**src/rtl/prog_pkg.sv**
```systemverilog
// Shared definitions for the programming loader: header magic bit, FSM states
// and the instruction byte-count derivation.
package prog_pkg;

  localparam int HDR_MAGIC = 7;

  typedef enum logic [1:0] {
    IDLE = 2'd0,
    ADDR = 2'd1,
    LEN  = 2'd2,
    DATA = 2'd3
  } state_e;

  function automatic int instr_bytes(input int instr_width);
    return instr_width / 8;
  endfunction

endpackage

```
**src/rtl/prog_loader.sv**
```systemverilog
// Byte-stream programming loader: parses HEADER/ADDR/LEN/DATA frames and emits
// one write strobe per little-endian assembled instruction.
module prog_loader
  import prog_pkg::*;
#(
  parameter int CORES       = 8,
  parameter int LOG_CORES   = 3,
  parameter int PC_WIDTH    = 8,
  parameter int INSTR_WIDTH = 32
) (
  input  logic                   clk,
  input  logic                   rst_n,
  input  logic                   in_valid,
  input  logic [7:0]             in_data,
  output logic                   in_ready,
  input  logic                   abort,
  output logic                   we,
  output logic [LOG_CORES-1:0]   sel,
  output logic [PC_WIDTH-1:0]    waddr,
  output logic [INSTR_WIDTH-1:0] wdata,
  output logic                   busy,
  output logic                   frame_done
);

  localparam int INSTR_BYTES = instr_bytes(INSTR_WIDTH);
  localparam int BW          = (INSTR_BYTES > 1) ? $clog2(INSTR_BYTES) : 1;
  localparam logic [BW-1:0] LAST_BYTE = BW'(INSTR_BYTES - 1);

  if (LOG_CORES > 7 || (1 << LOG_CORES) < CORES || PC_WIDTH > 8 || (INSTR_WIDTH % 8) != 0) begin : g_bad_params
    $error("prog_loader: unsupported parameter combination");
  end

  state_e                 state_q;
  logic                   in_ready_q;
  logic                   we_q;
  logic                   frame_done_q;
  logic [LOG_CORES-1:0]   core_q;
  logic [LOG_CORES-1:0]   sel_q;
  logic [PC_WIDTH-1:0]    addr_q;
  logic [PC_WIDTH-1:0]    waddr_q;
  logic [7:0]             cnt_q;
  logic [BW-1:0]          byte_idx_q;
  logic [INSTR_WIDTH-1:0] asm_q;
  logic [INSTR_WIDTH-1:0] asm_d;
  logic [INSTR_WIDTH-1:0] wdata_q;
  logic                   take;

  assign take = in_valid && in_ready_q;

  // Current byte merged into the assembly register, so the final byte can be
  // written out in the same edge it arrives.
  always_comb begin
    asm_d = asm_q;
    asm_d[{byte_idx_q, 3'b000} +: 8] = in_data;
  end

  always_ff @(posedge clk or negedge rst_n) begin
    if (!rst_n) begin
      state_q      <= IDLE;
      in_ready_q   <= 1'b0;
      we_q         <= 1'b0;
      frame_done_q <= 1'b0;
      core_q       <= '0;
      sel_q        <= '0;
      addr_q       <= '0;
      waddr_q      <= '0;
      cnt_q        <= '0;
      byte_idx_q   <= '0;
      asm_q        <= '0;
      wdata_q      <= '0;
    end else begin
      in_ready_q   <= 1'b1;
      we_q         <= 1'b0;
      frame_done_q <= 1'b0;
      if (abort) begin
        state_q    <= IDLE;
        cnt_q      <= '0;
        byte_idx_q <= '0;
      end else if (take) begin
        case (state_q)
          IDLE: begin
            if (in_data[HDR_MAGIC]) begin
              core_q  <= in_data[LOG_CORES-1:0];
              state_q <= ADDR;
            end
          end
          ADDR: begin
            addr_q  <= in_data[PC_WIDTH-1:0];
            state_q <= LEN;
          end
          LEN: begin
            byte_idx_q <= '0;
            if (in_data == 8'd0) begin
              frame_done_q <= 1'b1;
              state_q      <= IDLE;
            end else begin
              cnt_q   <= in_data;
              state_q <= DATA;
            end
          end
          DATA: begin
            asm_q <= asm_d;
            if (byte_idx_q == LAST_BYTE) begin
              wdata_q    <= asm_d;
              waddr_q    <= addr_q;
              sel_q      <= core_q;
              we_q       <= 1'b1;
              addr_q     <= addr_q + PC_WIDTH'(1);
              cnt_q      <= cnt_q - 8'd1;
              byte_idx_q <= '0;
              if (cnt_q == 8'd1) begin
                frame_done_q <= 1'b1;
                state_q      <= IDLE;
              end
            end else begin
              byte_idx_q <= byte_idx_q + BW'(1);
            end
          end
          default: state_q <= IDLE;
        endcase
      end
    end
  end

  assign in_ready   = in_ready_q;
  assign we         = we_q;
  assign sel        = sel_q;
  assign waddr      = waddr_q;
  assign wdata      = wdata_q;
  assign busy       = (state_q != IDLE);
  assign frame_done = frame_done_q;

endmodule

```
**config.mk**
```make
export PLATFORM = sky130hd
export DESIGN_NAME = prog_loader
export DESIGN_NICKNAME = d
export VERILOG_FILES = /design/src/rtl/prog_pkg.sv /design/src/rtl/prog_loader.sv
export SDC_FILE = /design/constraint.sdc
export NUM_CORES = 1
export LEC_CHECK = 0
export ABC_CLOCK_PERIOD_IN_PS = 4400
export CAP_MARGIN = 30
export CORE_MARGIN = 2
export CORE_UTILIZATION = 45
export DETAILED_ROUTE_END_ITERATION = 6
export GPL_ROUTABILITY_DRIVEN = 0
export GPL_TIMING_DRIVEN = 1
export PLACE_DENSITY_LB_ADDON = 0.05
export SYNTH_ARGS = -nofsm -noshare
export SYNTH_HDL_FRONTEND = slang
export SYNTH_SLANG_ARGS = --single-unit
```
**constraint.sdc**
```tcl
create_clock -name clk -period 4.4 [get_ports clk]
set_clock_uncertainty 0.05 [all_clocks]
set_input_delay 0.44 -clock clk [delete_from_list [all_inputs] [get_ports clk]]
set_output_delay 0.44 -clock clk [all_outputs]
set_load 0.02 [all_outputs]
```
# Word-level counts from Yosys, hierarchy flattened
# Cells that the tools add are included.
# Widths: inputs -> output; s select.
word_totals:
  regBits: 101
  out_inout_bits: 47
  latchBits: 0
  in_bits: 12
  elab_cells: 72
  ramBits: 0
  memories: 0
  romBits: 0
op_classes:
  div: 0
  mux: 29
  addsub: 4
  reduce_logical: 14
  magnitude_cmp: 0
  bitwise: 1
  shifts: 2
  eq_ne: 10
  multipliers: 0
ops:
  columns: ["operator", "count"]
  rows:
  - ["$mux 8", 5]
  - ["$bwmux 32", 1]
  - ["$pmux 8 s2", 2]
  - ["$shift 8x7->32 const A", 1]
  - ["$shiftx 8x7->32", 1]
  - ["$reduce_and 4->1", 5]
  - ["$mux 2", 9]
  - ["$ne 3x3->1 const B", 4]
  - ["$mux 1", 9]
  - ["$add 8x1->8 const B", 1]
  - ["$eq 8x1->1 const B", 1]
  - ["$logic_not 8->1", 1]
  - ["$pmux 2 s4", 1]
  - ["$sub 8x1->8 const B", 1]
  - ["$neg 5->7", 1]
  - ["$eq 2x2->1 const B", 3]
  - ["$reduce_bool 2->1", 3]
  - ["$pmux 2 s2", 1]
  - ["$reduce_and 3->1", 1]
  - ["$reduce_bool 3->1", 1]
  - ["$add 2x1->2 const B", 1]
  - ["$eq 2x1->1 const B", 1]
  - ["$logic_not 2->1", 1]
  - ["$ne 2x2->1 const B", 1]
  - ["other kinds (4)", 4]

# Longest topological paths before layout
logic_depth:
  ltp_word: 6
  mapped_depth: 9
  depth_no_buf: 6

# Worst setup path after synthesis
# Ideal clock, no wire load.
synth_path:
  kind: "register -> register"
  start: "register byte_idx_q[0]"
  end: "register asm_q[16]"
  period_less_slack_ns: 2.054
  setup_ns: 0.121
  required_ns: 4.229
  path_buffers: 2
  arrival_ns: 1.883
  slack_ns: 2.346
  path_stages_with_launch: 8
  cell_sequence: "dfrtp_1 > inv_1 > ha_1 > and4bb_1 > buf_2 > and3_1 > buf_2 > a22o_1"
synth_via:
  elab_chain_cells: 3
  elab_cells_between_ends: 4
  cone_classes: "1 x add/sub; 2 x shift; 1 x mux"
synth_rtl:
  columns: ["item", "line_no", "source"]
  rows:
  - ["start: declaration", "prog_loader.sv:42", "logic [BW-1:0] byte_idx_q;"]
  - ["start signal: assignment", "prog_loader.sv:116", "byte_idx_q <= byte_idx_q + BW'(1);"]
  - ["$neg 5->7 *", "prog_loader.sv:54", "asm_d[{byte_idx_q, 3'b000} +: 8] = in_data;"]
  - ["$shiftx 8x7->32 or $shift 8x7->32 (tied branches)", "prog_loader.sv:54", null]
  - ["$bwmux 32 *", "prog_loader.sv:54", null]
  - ["end signal: assignment", "prog_loader.sv:102", "asm_q <= asm_d;"]
  - ["end: declaration", "prog_loader.sv:43", "logic [INSTR_WIDTH-1:0] asm_q;"]
# Mark *: on every way between the ends. The rest lies on a longest branch, timed or not.
# A chain may end at the register's enable or synchronous reset.

# Worst setup path in the final report
layout_path:
  start: "register state_q[0]"
  end: "register waddr_q[7] (netlist: waddr[7])"
layout_via:
  elab_chain_cells: 2
layout_rtl:
  columns: ["item", "line_no", "source"]
  rows:
  - ["start: declaration", "prog_loader.sv:33", "state_e state_q;"]
  - ["start signal: assignment", "prog_loader.sv:59", "state_q <= IDLE;"]
  - ["start signal: assignment", "prog_loader.sv:76", "state_q <= IDLE;"]
  - ["start signal: assignment", "prog_loader.sv:84", "state_q <= ADDR;"]
  - ["$eq 2x2->1", "prog_loader.sv:80", "case (state_q)"]
  - ["$reduce_and 4->1 (no source line)", null, null]
  - ["end signal: assignment", "prog_loader.sv:105", "waddr_q <= addr_q;"]
  - ["end: declaration", "prog_loader.sv:40", "logic [PC_WIDTH-1:0] waddr_q;"]
# No other way between the ends.

==> reports/results.txt <==
cell at the slowest stage of the critical path = and2_1
crit path kind = reg -> reg
Clock Power Share = 0.338
RSZ-0062 raised after global routing = no
met1 wire length = 5.796 mm
setup TNS = 0 ps
P_sw = 0.4458 mW
Max-slew headroom = 0.4019
actual slew at the worst max-slew pin = 897.2 ps
DR WL met2 = 4.859 mm
postcts setup bufs = 0
Cell Area, Synth = 4817 um^2
crit path max fanout = 38
DR DRC count = 0
Clock Tree Buf Depth = 2
sw frac = 0.2669
CTS tree = done
die height = 107.5 um
nets@finish = 530
Syn Inst Count = 469
Clk pin slew, worst setup/hold paths = 100 ps
pwr dens = 298.3 nW/um^2
max layer used = met4
Final Max Tran Viols = 0
worst r2r path cells = 4
vias in the first global route = 3496
element type at the critical path start = flip-flop
ys async rst share = 1.000
ys flop type = dfrtp_1
drt first pass iters = 4
cts repair resizes = 0
Fmax = 382.7 MHz
CTS Sinks = 101
status = finished clean
post-route setup slack = 1787 ps
Setup WS pre-CTS = 1655 ps
CTS buffer count = 9
VDD IR max = 192.0 uV
min-delay worst type = in -> async
max cap viols = 0
Slowest Stage Delay on Critical Path = 720 ps
H-tree levels = 3
CTS root buf = clkbuf_8
Clock Latency Late Sink = 370 ps
DR iter-0 viols = 180
number of routed nets with antenna violations = 0
crit-path cells = and2_1 -> and3_2 -> buf_4 -> mux2_1
number of synthesized flops with an enable pin = 0
Syn Nets = 490
layout cell share with drive strength beyond 1 = 0.06238
die width = 107.5 um
period utilization = 0.5938
hpwl dp = 7.303 mm
I/O pin count = 59
port bufs = 58
initial antenna violation count = 0
commonest non-fill, non-tap cell in the layout = dfrtp_1
initial core utilization = 0.4645
Vias = 3705
required time worst endpoint = 4600 ps
met3 routed WL = 403 um
R2R Path Start = state_q[0]
internal power = 1.225 mW
Seq pwr share = 0.596
largest net degree at the start of global routing = 71
# setup viols final = 0
final core occ = 0.5399
global-route wire length before repair = 18.65 mm
Seq/Total Area, Yosys = 0.5247
CP arrival = 2810 ps
FF-to-FF setup slack = 1790 ps
Syn-to-layout area delta = 16.23%
WL per Instance = 17.20 um
synth unique cells = 53
r2r endpoint = waddr[7]
total power = 1.670 mW
Diodes inserted = 0
Logic pwr share = 0.066
crit end category = flip-flop
GRT overflow = 0
DIE AREA = 11550 um^2
total wire length = 11.17 mm
Tot GR Track Use = 0.2052
Core Area = 10370 um^2
Post-CTS Hold Buffers = 0
vias per cell = 5.709
most frequent cells in the layout = dfrtp_1, a21oi_1, clkdlybuf4s50_1
Std-Cell Rows = 37
Yosys warning total = 0
#FFs+latches synth = 101
final hold violations = 0
minimum clock period = 2613 ps
P_leak = 2.472 nW
Post-Syn Area per Cell = 10.27 um^2
worst max-delay path: cells and delay by family (launching register included):
family	cells	cell delay (ps)
flip-flops	1	700
multiplexers	1	360
AND/OR/NAND/NOR	2	1020
buffers and inverters	1	360
cell usage after synthesis, types with 3 or more instances:
cell type	number	area share
clkbuf_1	14	0.011
and3_1	6	0.0078
nor3_1	7	0.0073
dfrtp_1	101	0.52
mux2_1	10	0.023
nor2_1	46	0.036
o211ai_1	4	0.0062
buf_2	12	0.012
nor4_1	4	0.0052
nor2b_1	35	0.045
nand2_1	20	0.016
a22o_1	32	0.058
buf_6	4	0.0093
o21ai_0	11	0.011
nand3_1	9	0.0093
a21oi_1	81	0.084
o22a_1	4	0.0073
o21ai_1	3	0.0031
and2_1	6	0.0078
inv_1	7	0.0055
a31oi_1	4	0.0052
ha_1	9	0.023
flip-flops by register name (all words and copies together) (netlist names):
name        cells
asm_q          32
wdata          32
addr_q          8
cnt_q           8
waddr           8
core_q          3
sel             3
byte_idx_q      2
state_q         2
frame_done      1
in_ready        1
we              1
cells by family after synthesis:
logic type / count (synthesis) / synth area share
AO/OA/AOI/OAI: 151 / 0.2018
buffers and inverters: 39 / 0.04130
flip-flops: 101 / 0.5247
adder cells (fa/ha/maj): 9 / 0.02338
multiplexers: 15 / 0.03532
other: 1 / 0.0007785
AND/OR/NAND/NOR: 153 / 0.1727
how the worst max path moves through the flow:
stage	from	end	slack [ps]
after floorplan	byte_idx_q[0]	asm_q[16]	2350
after global placement	abort	waddr[5]	1640
after detailed placement	abort	waddr[1]	1660
after CTS	state_q[0]	waddr[7]	1770
after global routing	state_q[0]	asm_q[8]	1530
final	state_q[0]	waddr[7]	1790
area by class of cell:
type	instances	area (um^2)
fillers	959	4771
flip-flops and latches	101	2527
multi-input cells	329	2092
repair buffers	61	600.6
well taps	136	170.2
clock buffers	10	137.6
clock inverters	5	45.04
inverters	7	26.28
power groups by stage:
stage | Sequential, mW | Combinational (mW) | Clock (mW)
6_report | 0.996 | 0.110 | 0.565
3_3_place_gp | 1.01 | 0.108 | 0
4_1_cts | 0.996 | 0.111 | 0.583
3_5_place_dp | 1.01 | 0.111 | 0
5_1_grt | 1.00 | 0.122 | 0.621
2_1_floorplan | 0.999 | 0.0627 | 0
stage by stage:
| stage | cell area [um^2] | hold WS, ps | instances |
|---|---|---|---|
| after floorplan | 4817 | 94.41 | 469 |
| after global placement | 5416 | 418.0 | 634 |
| after detailed placement | 5416 | 423.5 | 634 |
| after CTS | 5599 | 174.6 | 649 |
| after global routing | 5599 | 216.4 | 649 |
| final | 5599 | 141.2 | 649 |
routing by layer:
layer / global-route usage / vias up
li1: - / 1763
met1: 0.3291 / 1861
met4: 0.04670 / 0
met5: 0 / -
met2: 0.2889 / 72
met3: 0.03450 / 9
(Power assumes the default switching activity.)
